--- config.mk ---
export PLATFORM = sky130hd
export DESIGN_NAME = vga_pixel_out
export DESIGN_NICKNAME = d
export VERILOG_FILES = /design/src/rtl/vga_pkg.sv /design/src/rtl/vga_delay_line.sv /design/src/rtl/vga_pixel_out.sv
export SDC_FILE = /design/constraint.sdc
export NUM_CORES = 1
export LEC_CHECK = 0
export ABC_AREA = 1
export BUFFER_PORTS_ARGS = -buffer_cell sky130_fd_sc_hd__buf_2
export CELL_PAD_IN_SITES_DETAIL_PLACEMENT = 1
export CELL_PAD_IN_SITES_GLOBAL_PLACEMENT = 1
export CORE_MARGIN = 4
export CORE_UTILIZATION = 35
export CTS_BUF_LIST = sky130_fd_sc_hd__clkbuf_8
export DETAILED_ROUTE_END_ITERATION = 6
export GPL_TIMING_DRIVEN = 0
export HOLD_SLACK_MARGIN = 0.02
export PLACE_DENSITY = 0.81
export SYNTH_ARGS = -nofsm -noshare
export SYNTH_HDL_FRONTEND = slang
export SYNTH_SLANG_ARGS = --single-unit
--- constraint.sdc ---
create_clock -name clk -period 1.85 [get_ports clk]
set_input_delay 0.185 -clock clk [delete_from_list [all_inputs] [get_ports clk]]
set_output_delay 0.185 -clock clk [all_outputs]
set_load 0.01 [all_outputs]
--- src/rtl/vga_pkg.sv ---
// Shared VGA constants: IRGB bit positions, black, and default sync polarities.
// Used by the sync generator, pixel generator and output stage.
package vga_pkg;

  localparam int unsigned IRGB_I = 3;
  localparam int unsigned IRGB_R = 2;
  localparam int unsigned IRGB_G = 1;
  localparam int unsigned IRGB_B = 0;

  localparam logic [3:0] COLOR_BLACK = 4'h0;

  localparam logic HSYNC_ACTIVE_DEFAULT = 1'b0;
  localparam logic VSYNC_ACTIVE_DEFAULT = 1'b0;

endpackage

--- src/rtl/vga_delay_line.sv ---
// Fixed-depth register delay line with synchronous reset to RESET_VAL.
// DEPTH = 0 degenerates to a wire.
module vga_delay_line #(
  parameter int unsigned       WIDTH     = 1,
  parameter int unsigned       DEPTH     = 1,
  parameter logic [WIDTH-1:0]  RESET_VAL = '0
) (
  input  logic             clk,
  input  logic             reset,
  input  logic [WIDTH-1:0] din,
  output logic [WIDTH-1:0] dout
);

  if (DEPTH == 0) begin : g_bypass
    logic unused_ctrl;
    assign unused_ctrl = clk ^ reset;
    assign dout        = din;
  end else begin : g_pipe
    logic [WIDTH-1:0] stage_q [DEPTH];
    logic [WIDTH-1:0] stage_d [DEPTH];

    always_comb begin
      stage_d[0] = din;
      for (int i = 1; i < int'(DEPTH); i++) begin
        stage_d[i] = stage_q[i-1];
      end
    end

    always_ff @(posedge clk) begin
      for (int i = 0; i < int'(DEPTH); i++) begin
        if (reset) begin
          stage_q[i] <= RESET_VAL;
        end else begin
          stage_q[i] <= stage_d[i];
        end
      end
    end

    assign dout = stage_q[DEPTH-1];
  end

endmodule

--- src/rtl/vga_pixel_out.sv ---
// VGA output stage: fg/bg select with blanking, reverse and frame-counted blink,
// followed by a delay line that keeps colour and sync aligned at the pins.
module vga_pixel_out
  import vga_pkg::*;
#(
  parameter int unsigned COLOR_W      = 4,
  parameter int unsigned PIPE_DEPTH   = 1,
  parameter int unsigned BLINK_LOG2   = 4,
  parameter logic        HSYNC_ACTIVE = HSYNC_ACTIVE_DEFAULT,
  parameter logic        VSYNC_ACTIVE = VSYNC_ACTIVE_DEFAULT
) (
  input  logic               clk,
  input  logic               reset,
  input  logic [COLOR_W-1:0] fgColor,
  input  logic [COLOR_W-1:0] bgColor,
  input  logic               pixel,
  input  logic               blink,
  input  logic               reverse,
  input  logic               displayEnable,
  input  logic               hSync,
  input  logic               vSync,
  output logic [COLOR_W-1:0] colorOut,
  output logic               hSyncOut,
  output logic               vSyncOut
);

  localparam int unsigned          BUNDLE_W   = COLOR_W + 2;
  localparam logic [COLOR_W-1:0]   BLACK      = COLOR_W'(COLOR_BLACK);
  localparam logic [BUNDLE_W-1:0]  BUNDLE_RST = {BLACK, ~HSYNC_ACTIVE, ~VSYNC_ACTIVE};

  logic [BLINK_LOG2:0] frame_cnt_q, frame_cnt_d;
  logic                vsync_prev_q, vsync_prev_d;
  logic [COLOR_W-1:0]  color_p1_q, color_p1_d;
  logic                hsync_p1_q, hsync_p1_d;
  logic                vsync_p1_q, vsync_p1_d;

  logic                frame_edge;
  logic                blink_phase;
  logic [COLOR_W-1:0]  eff_fg, eff_bg;
  logic [BUNDLE_W-1:0] bundle_p1, bundle_out;

  // Phase comes from the registered counter, so a pixel sampled on a frame
  // edge still sees the previous phase.
  assign blink_phase = frame_cnt_q[BLINK_LOG2];

  always_comb begin
    frame_edge   = (vsync_prev_q != VSYNC_ACTIVE) && (vSync == VSYNC_ACTIVE);
    frame_cnt_d  = frame_cnt_q + {{BLINK_LOG2{1'b0}}, frame_edge};
    vsync_prev_d = vSync;

    eff_fg = reverse ? bgColor : fgColor;
    eff_bg = reverse ? fgColor : bgColor;

    if (!displayEnable) begin
      color_p1_d = BLACK;
    end else if (pixel && !(blink && blink_phase)) begin
      color_p1_d = eff_fg;
    end else begin
      color_p1_d = eff_bg;
    end

    hsync_p1_d = hSync;
    vsync_p1_d = vSync;
  end

  always_ff @(posedge clk) begin
    if (reset) begin
      frame_cnt_q  <= '0;
      vsync_prev_q <= ~VSYNC_ACTIVE;
      color_p1_q   <= BLACK;
      hsync_p1_q   <= ~HSYNC_ACTIVE;
      vsync_p1_q   <= ~VSYNC_ACTIVE;
    end else begin
      frame_cnt_q  <= frame_cnt_d;
      vsync_prev_q <= vsync_prev_d;
      color_p1_q   <= color_p1_d;
      hsync_p1_q   <= hsync_p1_d;
      vsync_p1_q   <= vsync_p1_d;
    end
  end

  // Stages 2..PIPE_DEPTH: pure delay of the aligned bundle.
  assign bundle_p1 = {color_p1_q, hsync_p1_q, vsync_p1_q};

  vga_delay_line #(
    .WIDTH     (BUNDLE_W),
    .DEPTH     (PIPE_DEPTH - 1),
    .RESET_VAL (BUNDLE_RST)
  ) u_delay (
    .clk   (clk),
    .reset (reset),
    .din   (bundle_p1),
    .dout  (bundle_out)
  );

  assign {colorOut, hSyncOut, vSyncOut} = bundle_out;

endmodule

Word level (Yosys, flattened, before mapping). Cells that the tools add are included.

Add/sub/neg operators: 1. Muxes and demuxes: 3. Bitwise logic cells: 2. Reductions and logical operators: 5.

Operator list (number): 4-bit 2-to-1 mux (3); 5-bit by 1-bit adder with 5-bit output (1); 1-bit logical AND (3); 1-bit NOT (2); 2-bit OR reduction (1); 1-bit zero test (1).

Register bits: 11. Input bits: 16. Logic and storage cells: 15.

Logic depth before layout (Yosys ltp). Gate-level depths: netlist of run 1.

Depth in word-level cells: 4. Gate-level depth with buffers: 8.

By module. Synthesis of run 1 repeated with hierarchy kept, for this count alone.

Cells, all modules: 83. Area, all modules: 594.3 um^2.

Modules (own cells, without submodules): vga_pixel_out (instances 1, cells an instance 77, area an instance 549.3 um^2, seq. area each 220.2 um^2); vga_delay_line (instances 1, cells an instance 6, area an instance 45.0 um^2, seq. area each 0.0 um^2).

Least setup slack after synthesis of run 1. OpenSTA, ideal clock, no wires.

Kind: reg2reg. Start: register, netlist name vsync_p1_q. End: register frame_cnt_q[4]. Data arrival time: 1.098 ns. Data required time: 1.780 ns. Slack: 0.683 ns. Stages on the path, launching flop included: 9. Period minus slack after synthesis: 1.167 ns. Cells stage by stage: dfxtp_1 > inv_1 > nor2_1 > ha_1 > ha_1 > nand2_1 > inv_1 > nand3_1 > a21oi_1.

RTL lines: to (signal assigned) (line vga_pixel_out.sv:74) `frame_cnt_q <= frame_cnt_d;`; to (decl) (line vga_pixel_out.sv:31) `logic [BLINK_LOG2:0] frame_cnt_q, frame_cnt_d;`.

==> out/metrics.cfg, run 1 <==
[timing]
fin_skew_ns = 0.00102
tns_ns = 0
setup_viol = 0
fin_ws_ns = 0.621
hold_viol = 0
fmax_mhz = 813
period_share = 0.665
fin_crit_ns = 1.23
max_slew.worst_pin.slew_ns = 0.201
drv_slew = 0
relSlewSlack = 0.866
rsz0062_at_grt = no

[finish]
multi_input_area_um2 = 275
layout-drive-gt1-share = 0.267
seq_area_um2 = 220
area_delta_synth_final_pct = 30.1
fin_nets = 120
nFillCells = 203
antenna_cells = 0

[clock_tree]
cts-root-buf = clkbuf_8
ctsHoldBuffers = 0
cts_buffers = 3
cts-resized-gates = 0
clock_path_buffers = 2
post_cts_buffers = 0
tritoncts = done
cts_max_level = 1
clk_pin_slew_ns = 0.05
cts.sinks = 11
clk_latency_ns = 0.24

[setup_path]
end_kind = flip-flop
critPathArrivalTime_ns = 1.40
startpoint_type = flip-flop
crit_fanout = 3
crit_type = flip-flop to flip-flop
crit_path_cell_trace = inv_1 -> nor2_1 -> ha_1 -> ha_1 -> nand2_1 -> inv_1 -> nand3_1 -> a21oi_1
crit_path_top_delay_cell = dfxtp_1
slowest_delay_ns = 0.32
required_ns = 2.02

[detailed_routing]
wire_per_inst_um = 11.0
wirelength_um = 1290
vias = 558
via_per_inst = 4.77
drtIter0Drc = 2
drc_errors = 0
dr.pass1.iters = 2
ant_nets = 0

[global_route]
grt_overflow = 0
grt_first_pass_wirelength_um = 2160
antenna_found_initial = 0
grt_max_degree = 10
gr-usage-all-layers = 0.144
grt_pass1_vias = 525

[synthesis]
ys_seq_area_frac = 0.401
syn-num-nets = 95
ys_warn_count = 0
syn_avg_cell_area_um2 = 7.13
async_flop_share = 0
ys_top_cells_by_count = nand2_1, nor2_1, dfxtp_1
yosysMostFrequentCell = nand2_1
synth_area_um2 = 549
netlist.top_cell.by_area = dfxtp_1
ys_types = 14
synthFlopType = dfxtp_1
ys_top_cells_by_area = dfxtp_1, nand2_1, nor2_1
syn_inst = 77
ys_seq_elements = 11
synth_edf_count = 0
synth_top_area_share = 0.401

[die]
die_w_um = 47.6
core_region_area_um2 = 1490
rows = 14
initial_core_util = 0.369
dieArea_um2 = 2270
die_y_um = 47.6
ios = 22

[pwr]
power_switching_uw = 141
power_uw = 571
pwr-share-comb = 0.143
p_leak_uw = 0.000380
clock_power_share = 0.414
p_seq_frac = 0.443
switching_share = 0.247
ir_worst_vdd_uv = 368
power_per_cell_area_nw_per_um2 = 800
internal_power_uw = 430

[hold_path]
min_path_type = input port to flip-flop

[placement]
pre_cts_ws_ns = 0.621
portBuffers = 20
gp_congestion = 0.742
place_hpwl_um = 1080

[outcome]
status = complete, no violations

[job]
drv_cap = 0

[final timing paths]
check / start / end / slack (ns) / cells past startpoint
worst min-delay path: hSync / hsync_p1_q$_SDFF_PP1_ / 0.12 / 2
worst min register to register: frame_cnt_q[4]$_SDFF_PP0_ / frame_cnt_q[4]$_SDFF_PP0_ / 0.48 / 2
worst max register to register: vsync_p1_q$_SDFF_PP1_ / frame_cnt_q[4]$_SDFF_PP0_ / 0.62 / 8
worst max-delay path: vsync_p1_q$_SDFF_PP1_ / frame_cnt_q[4]$_SDFF_PP0_ / 0.62 / 8
[power groups by stage]
stage | clock network (µW) | registers (µW) | logic, µW
CTS | 248 | 253 | 84.8
global route | 264 | 254 | 94.8
finish | 236 | 253 | 82.0
floorplan | 0 | 261 | 43.9
global placement | 0 | 257 | 80.2
detailed placement | 0 | 258 | 84.1
[layer usage]
metal | vias to the layer above | global-route usage | wire length [µm]
met5 | - | 0 | 0
met3 | 2 | 0.0489 | 83
met2 | 14 | 0.246 | 715
li1 | 286 | - | -
met4 | 0 | 0.0968 | 21
met1 | 256 | 0.148 | 468
[critical path: cells and delay by family (launching register included)]
kind,cells,cell delay [ns]
compound gates,1,0.11
fa+ha+maj,2,0.40
buf+inv,2,0.11
flops,1,0.32
simple gates,3,0.22
[logic make-up (layout without fill, tap and decap cells)]
kind of cell | after synthesis | after routing | share of synthesized area
AO/OA/AOI/OAI | 2 | 2 | 0.0182
buffers and inverters | 9 | 33 | 0.0980
AND/OR/NAND/NOR | 53 | 53 | 0.437
adder cells (fa/ha/maj) | 2 | 2 | 0.0456
flip-flops | 11 | 11 | 0.401
[sequential cells by signal (all words and copies together), names as in the netlist]
| name | count |
|---|---|
| color_p1_q | 4 |
| frame_cnt_q | 5 |
| hsync_p1_q | 1 |
| vsync_p1_q | 1 |
[placed cells by master, fill, tap and decap left out]
cell type	count
ha_1	2
nand2_4	1
nor2_8	1
nor2_1	12
inv_1	8
nand3_1	7
buf_2	20
clkinv_8	1
dfxtp_1	11
or2_1	2
a21oi_1	2
clkbuf_8	3
nand2_1	28
nand4_1	1
buf_6	1
nor3_1	1
[through the flow]
stage / util / cells / area (µm²) / hold WS [ns]
2_1_floorplan: - / 77 / 549 / 0.254
4_1_cts: 0.480 / 117 / 714 / 0.114
3_5_place_dp: 0.450 / 113 / 669 / 0.369
6_report: 0.480 / 117 / 714 / 0.120
3_3_place_gp: 0.450 / 113 / 669 / 0.368
5_1_grt: 0.480 / 117 / 714 / 0.127
[final cells by class]
type | instances | share of cell area
Sequential cell | 11 | 0.308
Multi-Input combinational cell | 57 | 0.385
Tap cell | 16 | 0.0280
Clock buffer | 3 | 0.0578
Clock inverter | 1 | 0.00525
Timing Repair Buffer | 20 | 0.140
Inverter | 8 | 0.0595
Buffer | 1 | 0.0158
(Power assumes the default switching activity.)
==> inputs of run 2 (changes only) <==
--- a/config.mk
+++ b/config.mk
@@ -5,7 +5,7 @@
 export SDC_FILE = /design/constraint.sdc
 export NUM_CORES = 1
 export LEC_CHECK = 0
-export ABC_AREA = 1
+export ABC_AREA = 0
 export BUFFER_PORTS_ARGS = -buffer_cell sky130_fd_sc_hd__buf_2
 export CELL_PAD_IN_SITES_DETAIL_PLACEMENT = 1
 export CELL_PAD_IN_SITES_GLOBAL_PLACEMENT = 1
@@ -15,7 +15,7 @@
 export DETAILED_ROUTE_END_ITERATION = 6
 export GPL_TIMING_DRIVEN = 0
 export HOLD_SLACK_MARGIN = 0.02
-export PLACE_DENSITY = 0.81
+export PLACE_DENSITY = 0.77
 export SYNTH_ARGS = -nofsm -noshare
 export SYNTH_HDL_FRONTEND = slang
 export SYNTH_SLANG_ARGS = --single-unit
==> constraint.sdc (replaced) <==
create_clock -name clk -period 1.25 [get_ports clk]
set_input_delay 0.125 -clock clk [delete_from_list [all_inputs] [get_ports clk]]
set_output_delay 0.125 -clock clk [all_outputs]
set_load 0.01 [all_outputs]
==> out/metrics.cfg, run 2 <==
[timing]
setup_viol = 0  ; unchanged
tns_ns = 0  ; unchanged
fmax_mhz = 840  ; was 813 MHz
max_slew.worst_pin.slew_ns = 0.379  ; was 0.201 ns
period_share = 0.952  ; was 0.665
hold_viol = 0  ; unchanged
fin_ws_ns = 0.0599  ; was 0.621 ns
drv_slew = 0  ; unchanged
fin_crit_ns = 1.19  ; was 1.23 ns
relSlewSlack = 0.747  ; was 0.866
fin_skew_ns = 0.00710  ; was 0.00102 ns

[global_route]
grt_max_degree = 11  ; was 10
met3_usage = 0.0338  ; was 0.0489
top_usage_layer = met2  ; unchanged
grt_overflow = 0  ; unchanged
grt_pass1_vias = 500  ; was 525
grtUsageMet1 = 0.164  ; was 0.148
grt_first_pass_wirelength_um = 2200  ; was 2160 µm
antenna_found_initial = 0  ; unchanged
gr-usage-all-layers = 0.143  ; was 0.144
grt_util_met2 = 0.249  ; was 0.246

[setup_path]
critPathLaunch = vsync_p1_q$_SDFF_PP1_  ; unchanged
critPathBufInv = 0  ; was 2
critPathArrivalTime_ns = 1.32  ; was 1.40 ns
startpoint_type = flip-flop  ; unchanged
crit_fanout = 2  ; was 3
required_ns = 1.38  ; was 2.02 ns
path_delay_family = adder cells  ; unchanged
crit_path_cell_trace = nor2b_2 -> ha_2 -> ha_4 -> nand3_1 -> xor2_1 -> nor2_1  ; was inv_1 -> nor2_1 -> ha_1 -> ha_1 -> nand2_1 -> inv_1 -> nand3_1 -> a21oi_1
end_kind = flip-flop  ; unchanged
r2r-start = vsync_p1_q$_SDFF_PP1_  ; unchanged
crit_type = flip-flop to flip-flop  ; unchanged
crit_path_top_delay_cell = dfxtp_1  ; unchanged
r2r_setup_slack_ns = 0.06  ; was 0.62 ns
slowest_delay_ns = 0.31  ; was 0.32 ns

[synthesis]
yosysMostFrequentCell = nand2_1  ; unchanged
synth_top_area_share = 0.405  ; was 0.401
synth_top_family_by_area = simple AND/OR/NAND/NOR gates  ; unchanged
ys_warn_count = 0  ; unchanged
synthFlopType = dfxtp_1  ; unchanged
synth-xor-area-share = 0.0483  ; was 0
muxShareOfSynthArea = 0  ; unchanged
syn_inst = 59  ; was 77
syn-num-nets = 77  ; was 95
ys_top_cells_by_count = nand2_1, dfxtp_1, a211o_1, nand2b_1, nor2_1  ; was nand2_1, nor2_1, dfxtp_1
async_flop_share = 0  ; unchanged
ys_seq_area_frac = 0.405  ; was 0.401
syn_avg_cell_area_um2 = 9.22  ; was 7.13 µm²
synth_edf_count = 0  ; unchanged
synth_area_um2 = 544  ; was 549 µm²
synth_fa_ha_area_frac = 0.0460  ; was 0.0456
yosys.area_share.simple = 0.306  ; was 0.437
ys_types = 17  ; was 14
ys_seq_elements = 11  ; unchanged
synth-compound-area-share = 0.161  ; was 0.0182
netlist.top_cell.by_area = dfxtp_1  ; unchanged
ys_top_cells_by_area = dfxtp_1, a211o_1, nand2b_1  ; was dfxtp_1, nand2_1, nor2_1

[detailed_routing]
wire_per_inst_um = 13.5  ; was 11.0 µm
ant_nets = 0  ; unchanged
dr.pass1.iters = 2  ; unchanged
via_per_inst = 4.97  ; was 4.77
vias = 492  ; was 558
drtIter0Drc = 6  ; was 2
wirelength_um = 1340  ; was 1290 µm
drc_errors = 0  ; unchanged

[pwr]
power_uw = 845  ; was 571 µW
p_leak_uw = 0.000354  ; was 0.000380 µW
ir_worst_vdd_uv = 587  ; was 368 µV
power_per_cell_area_nw_per_um2 = 1160  ; was 800 nW/µm²

[die]
die_y_um = 47.4  ; was 47.6 µm
core_region_area_um2 = 1380  ; was 1490 µm²
ios = 22  ; unchanged
dieArea_um2 = 2250  ; was 2270 µm²
die_w_um = 47.4  ; was 47.6 µm
initial_core_util = 0.394  ; was 0.369
rows = 13  ; was 14

[clock_tree]
cts_max_level = 1  ; unchanged
clk_latency_ns = 0.24  ; about the same
cts.sinks = 11  ; unchanged
clock_path_buffers = 2  ; unchanged
cts-root-buf = clkbuf_8  ; unchanged
tritoncts = done  ; unchanged
clk_pin_slew_ns = 0.05  ; about the same
cts_buffers = 3  ; unchanged

[finish]
top_register = frame_cnt_q  ; unchanged
area_delta_synth_final_pct = 34.3  ; was 30.1%
fin_util = 0.529  ; was 0.480
fin_nets = 103  ; was 120
seq_area_um2 = 220  ; unchanged
final_common_cell = buf_2  ; was nand2_1
antenna_cells = 0  ; unchanged
nFillCells = 177  ; was 203
largest_reg_flops = 5  ; unchanged
final_cell_mix = buf_2, nand2_1, dfxtp_1, nand2b_1, a211o_1  ; was nand2_1, buf_2, nor2_1, dfxtp_1, inv_1
layout-drive-gt1-share = 0.417  ; was 0.267
multi_input_area_um2 = 323  ; was 275 µm²
top_regs = frame_cnt_q (5), color_p1_q (4)  ; unchanged
fin_area_um2 = 731  ; was 714 µm²

[placement]
place_hpwl_um = 1030  ; was 1080 µm
pre_cts_ws_ns = 0.00900  ; was 0.621 ns
gp_congestion = 0.666  ; was 0.742
place_area_um2 = 668  ; was 669 µm²
portBuffers = 21  ; was 20

[job]
drv_cap = 0  ; unchanged

[hold_path]
min_path_type = input port to flip-flop  ; unchanged
min_from = hSync  ; unchanged

[outcome]
status = complete, no violations  ; unchanged

-- run 2: timing repair --
item | 4_1_cts | 5_1_grt
endpoints found under the setup margin | 1 | 3
pin swaps | 0 | 0
hold buffers | 0 | 0
buffers inserted | 0 | 0
resized for setup | 1 | 4
-- run 2: logic make-up after synthesis --
group,Yosys count
xor gates and xnor gates,3
DFF,11
AOI/OAI and AO/OA,10
and+or+nand+nor,31
adders and majority gates,2
buffers and inverters,2
-- run 2: metrics by stage --
stage / hold WS, ns / instances
2_1_floorplan: 0.197 / 59
3_3_place_gp: 0.313 / 95
3_5_place_dp: 0.315 / 95
4_1_cts: 0.0677 / 99
5_1_grt: 0.0711 / 99
6_report: 0.0726 / 99
-- run 2: cell type report --
class,count,share of cell area
Clock buffer,3,0.0565
Multi-Input combinational cell,46,0.442
Clock inverter,1,0.00514
Timing Repair Buffer,21,0.144
Buffer,2,0.0257
Sequential cell,11,0.301
Tap cell,15,0.0257
-- run 2: worst register-to-register path, stage by stage (launching register included) --
cell	delay, ns
dfxtp_1	0.31
nor2b_2	0.14
ha_2	0.19
ha_4	0.16
nand3_1	0.09
xor2_1	0.15
nor2_1	0.05
-- run 2: layer usage --
metal	up-vias	share of wire
met5	-	0
met4	0	0
met3	0	0.065
met2	11	0.54
met1	233	0.39
li1	248	-
-- run 2: worst paths after layout --
path                                                   to  cells after the start
worst max-delay path            frame_cnt_q[4]$_SDFF_PP0_                      6
worst min-delay path                hsync_p1_q$_SDFF_PP1_                      2
worst min register to register  frame_cnt_q[2]$_SDFF_PP0_                      2
worst max register to register  frame_cnt_q[4]$_SDFF_PP0_                      6
-- run 2: power by group --
group / internal [µW] / switching (µW)
Clock: 216 / 137
Combinational: 63.0 / 55.7
Sequential: 368 / 6.78
Total: 646 / 199
==> inputs of run 3 (changes only) <==
--- a/config.mk
+++ b/config.mk
@@ -9,7 +9,7 @@
 export BUFFER_PORTS_ARGS = -buffer_cell sky130_fd_sc_hd__buf_2
 export CELL_PAD_IN_SITES_DETAIL_PLACEMENT = 1
 export CELL_PAD_IN_SITES_GLOBAL_PLACEMENT = 1
-export CORE_MARGIN = 4
+export CORE_MARGIN = 10
 export CORE_UTILIZATION = 35
 export CTS_BUF_LIST = sky130_fd_sc_hd__clkbuf_8
 export DETAILED_ROUTE_END_ITERATION = 6
==> out/metrics.cfg, run 3 (same netlist as run 2, synthesis figures left out) <==
[setup_path]
startpoint_type = flip-flop  ; unchanged
crit_type = flip-flop to flip-flop  ; unchanged
crit_path_cell_trace = nor2b_2 -> ha_2 -> ha_4 -> nand3_2 -> xor2_1 -> nor2_1  ; was nor2b_2 -> ha_2 -> ha_4 -> nand3_1 -> xor2_1 -> nor2_1
worst-r2r-cell-count = 6  ; unchanged
crit_path_top_delay_cell = dfxtp_1  ; unchanged
slowest_delay_ns = 0.30  ; was 0.31 ns
required_ns = 1.38  ; about the same
end_kind = flip-flop  ; unchanged
crit_fanout = 2  ; unchanged
critPathArrivalTime_ns = 1.32  ; about the same

[finish]
fin_util = 0.495  ; was 0.529
top_register = frame_cnt_q  ; unchanged
nFillCells = 190  ; was 177
layout-drive-gt1-share = 0.429  ; was 0.417
area_delta_synth_final_pct = 35.4  ; was 34.3%
seq_area_um2 = 220  ; unchanged
final_cell_mix = buf_2, nand2_1, dfxtp_1, nand2b_1, a211o_1  ; unchanged
fin_nets = 103  ; unchanged
final_common_cell = buf_2  ; unchanged
top_regs = frame_cnt_q (5), color_p1_q (4)  ; unchanged
largest_reg_flops = 5  ; unchanged
antenna_cells = 0  ; unchanged
multi_input_area_um2 = 328  ; was 323 µm²

[outcome]
status = complete, no violations  ; unchanged

[detailed_routing]
via_per_inst = 4.90  ; was 4.97
dr.pass1.iters = 4  ; was 2
drc_errors = 0  ; unchanged
wirelength_um = 1300  ; was 1340 µm
drtIter0Drc = 3  ; was 6
vias = 490  ; was 492
wire_per_inst_um = 13.0  ; was 13.5 µm
ant_nets = 0  ; unchanged

[global_route]
grt_first_pass_wirelength_um = 2150  ; was 2200 µm
antenna_found_initial = 0  ; unchanged
grt_max_degree = 11  ; unchanged
gr-usage-all-layers = 0.0810  ; was 0.143
grt_overflow = 0  ; unchanged
grt_pass1_vias = 502  ; was 500

[pwr]
pwr-share-comb = 0.137  ; was 0.140
power_uw = 844  ; was 845 µW
p_seq_frac = 0.443  ; about the same
power_per_cell_area_nw_per_um2 = 1150  ; was 1160 nW/µm²
p_leak_uw = 0.000354  ; about the same
switching_share = 0.235  ; about the same
clock_power_share = 0.421  ; was 0.417
internal_power_uw = 645  ; was 646 µW
ir_worst_vdd_uv = 780  ; was 587 µV
power_switching_uw = 199  ; about the same

[timing]
fmax_mhz = 846  ; was 840 MHz
tns_ns = 0  ; unchanged
fin_crit_ns = 1.18  ; was 1.19 ns
period_share = 0.945  ; was 0.952
hold_viol = 0  ; unchanged
setup_viol = 0  ; unchanged
fin_skew_ns = 0.00141  ; was 0.00710 ns
fin_ws_ns = 0.0682  ; was 0.0599 ns
max_slew.worst_pin.slew_ns = 0.519  ; was 0.379 ns
rsz0062_at_grt = no
timing.hold.ws_ns = 0.0665  ; was 0.0726 ns
relSlewSlack = 0.651  ; was 0.747
drv_slew = 0  ; unchanged

[die]
initial_core_util = 0.366  ; was 0.394
dieArea_um2 = 3530  ; was 2250 µm²
die_w_um = 59.4  ; was 47.4 µm
ios = 22  ; unchanged
core_region_area_um2 = 1490  ; was 1380 µm²
rows = 14  ; was 13
die_y_um = 59.4  ; was 47.4 µm

[hold_path]
min_path_type = input port to flip-flop  ; unchanged
min_path_cells = 2  ; unchanged

[placement]
gp_congestion = 0.713  ; was 0.666
pre_cts_ws_ns = 0.00395  ; was 0.00900 ns
portBuffers = 21  ; unchanged
place_hpwl_um = 1100  ; was 1030 µm

[clock_tree]
cts_max_level = 1  ; unchanged
tritoncts = done  ; unchanged
clk_latency_ns = 0.24  ; about the same
clk_pin_slew_ns = 0.05  ; about the same
ctsHoldBuffers = 0  ; unchanged
cts_buffers = 3  ; unchanged
clock_path_buffers = 2  ; unchanged
cts.sinks = 11  ; unchanged
cts-root-buf = clkbuf_8  ; unchanged

[job]
drv_cap = 0  ; unchanged

==> run 3: worst max-delay path, delay by kind of cell (launching register included) <==
kind / cells / cell delay (ns)
adders and majority gates: 2 / 0.36
and+or+nand+nor: 3 / 0.26
xor gates and xnor gates: 1 / 0.15
DFF: 1 / 0.30
==> run 3: metal layers <==
layer	vias to the layer above	share of wire	track usage	routed length [µm]
met5	-	0	0	0
met3	4	0.059	0.0386	77
met1	226	0.39	0.0798	511
met4	0	0.032	0.0590	41
li1	247	-	-	-
met2	13	0.51	0.129	667
==> run 3: area by class of cell <==
type | count | area share
flip-flops and latches | 11 | 0.299
well taps | 16 | 0.0272
multi-input cells | 46 | 0.445
plain buffers | 2 | 0.0255
repair buffers | 21 | 0.143
clock buffers | 3 | 0.0560
clock inverters | 1 | 0.00509
==> run 3: final timing paths <==
path / start / slack (ns) / end
worst max register to register: vsync_p1_q$_SDFF_PP1_ / 0.07 / frame_cnt_q[4]$_SDFF_PP0_
worst min register to register: frame_cnt_q[3]$_SDFF_PP0_ / 0.54 / frame_cnt_q[3]$_SDFF_PP0_
worst max-delay path: vsync_p1_q$_SDFF_PP1_ / 0.07 / frame_cnt_q[4]$_SDFF_PP0_
worst min-delay path: hSync / 0.07 / hsync_p1_q$_SDFF_PP1_
==> run 3: power groups by stage <==
stage	clock network, µW	logic (µW)	registers (µW)
6_report	355	115	374
5_1_grt	389	134	374
4_1_cts	375	115	372
3_5_place_dp	0	115	380
3_3_place_gp	0	111	379
2_1_floorplan	0	56.4	385
==> run 3: timing repair <==
| action | CTS | global route |
|---|---|---|
| gates resized for setup | 1 | 4 |
| buffers inserted | 0 | 0 |
| setup endpoints to repair | 1 | 1 |
| pin swaps | 0 | 1 |
==> run 3: metrics by stage <==
stage / area [µm²] / instances
floorplan: 544 / 59
global route: 737 / 100
detailed placement: 669 / 96
CTS: 717 / 100
finish: 737 / 100
global placement: 669 / 96
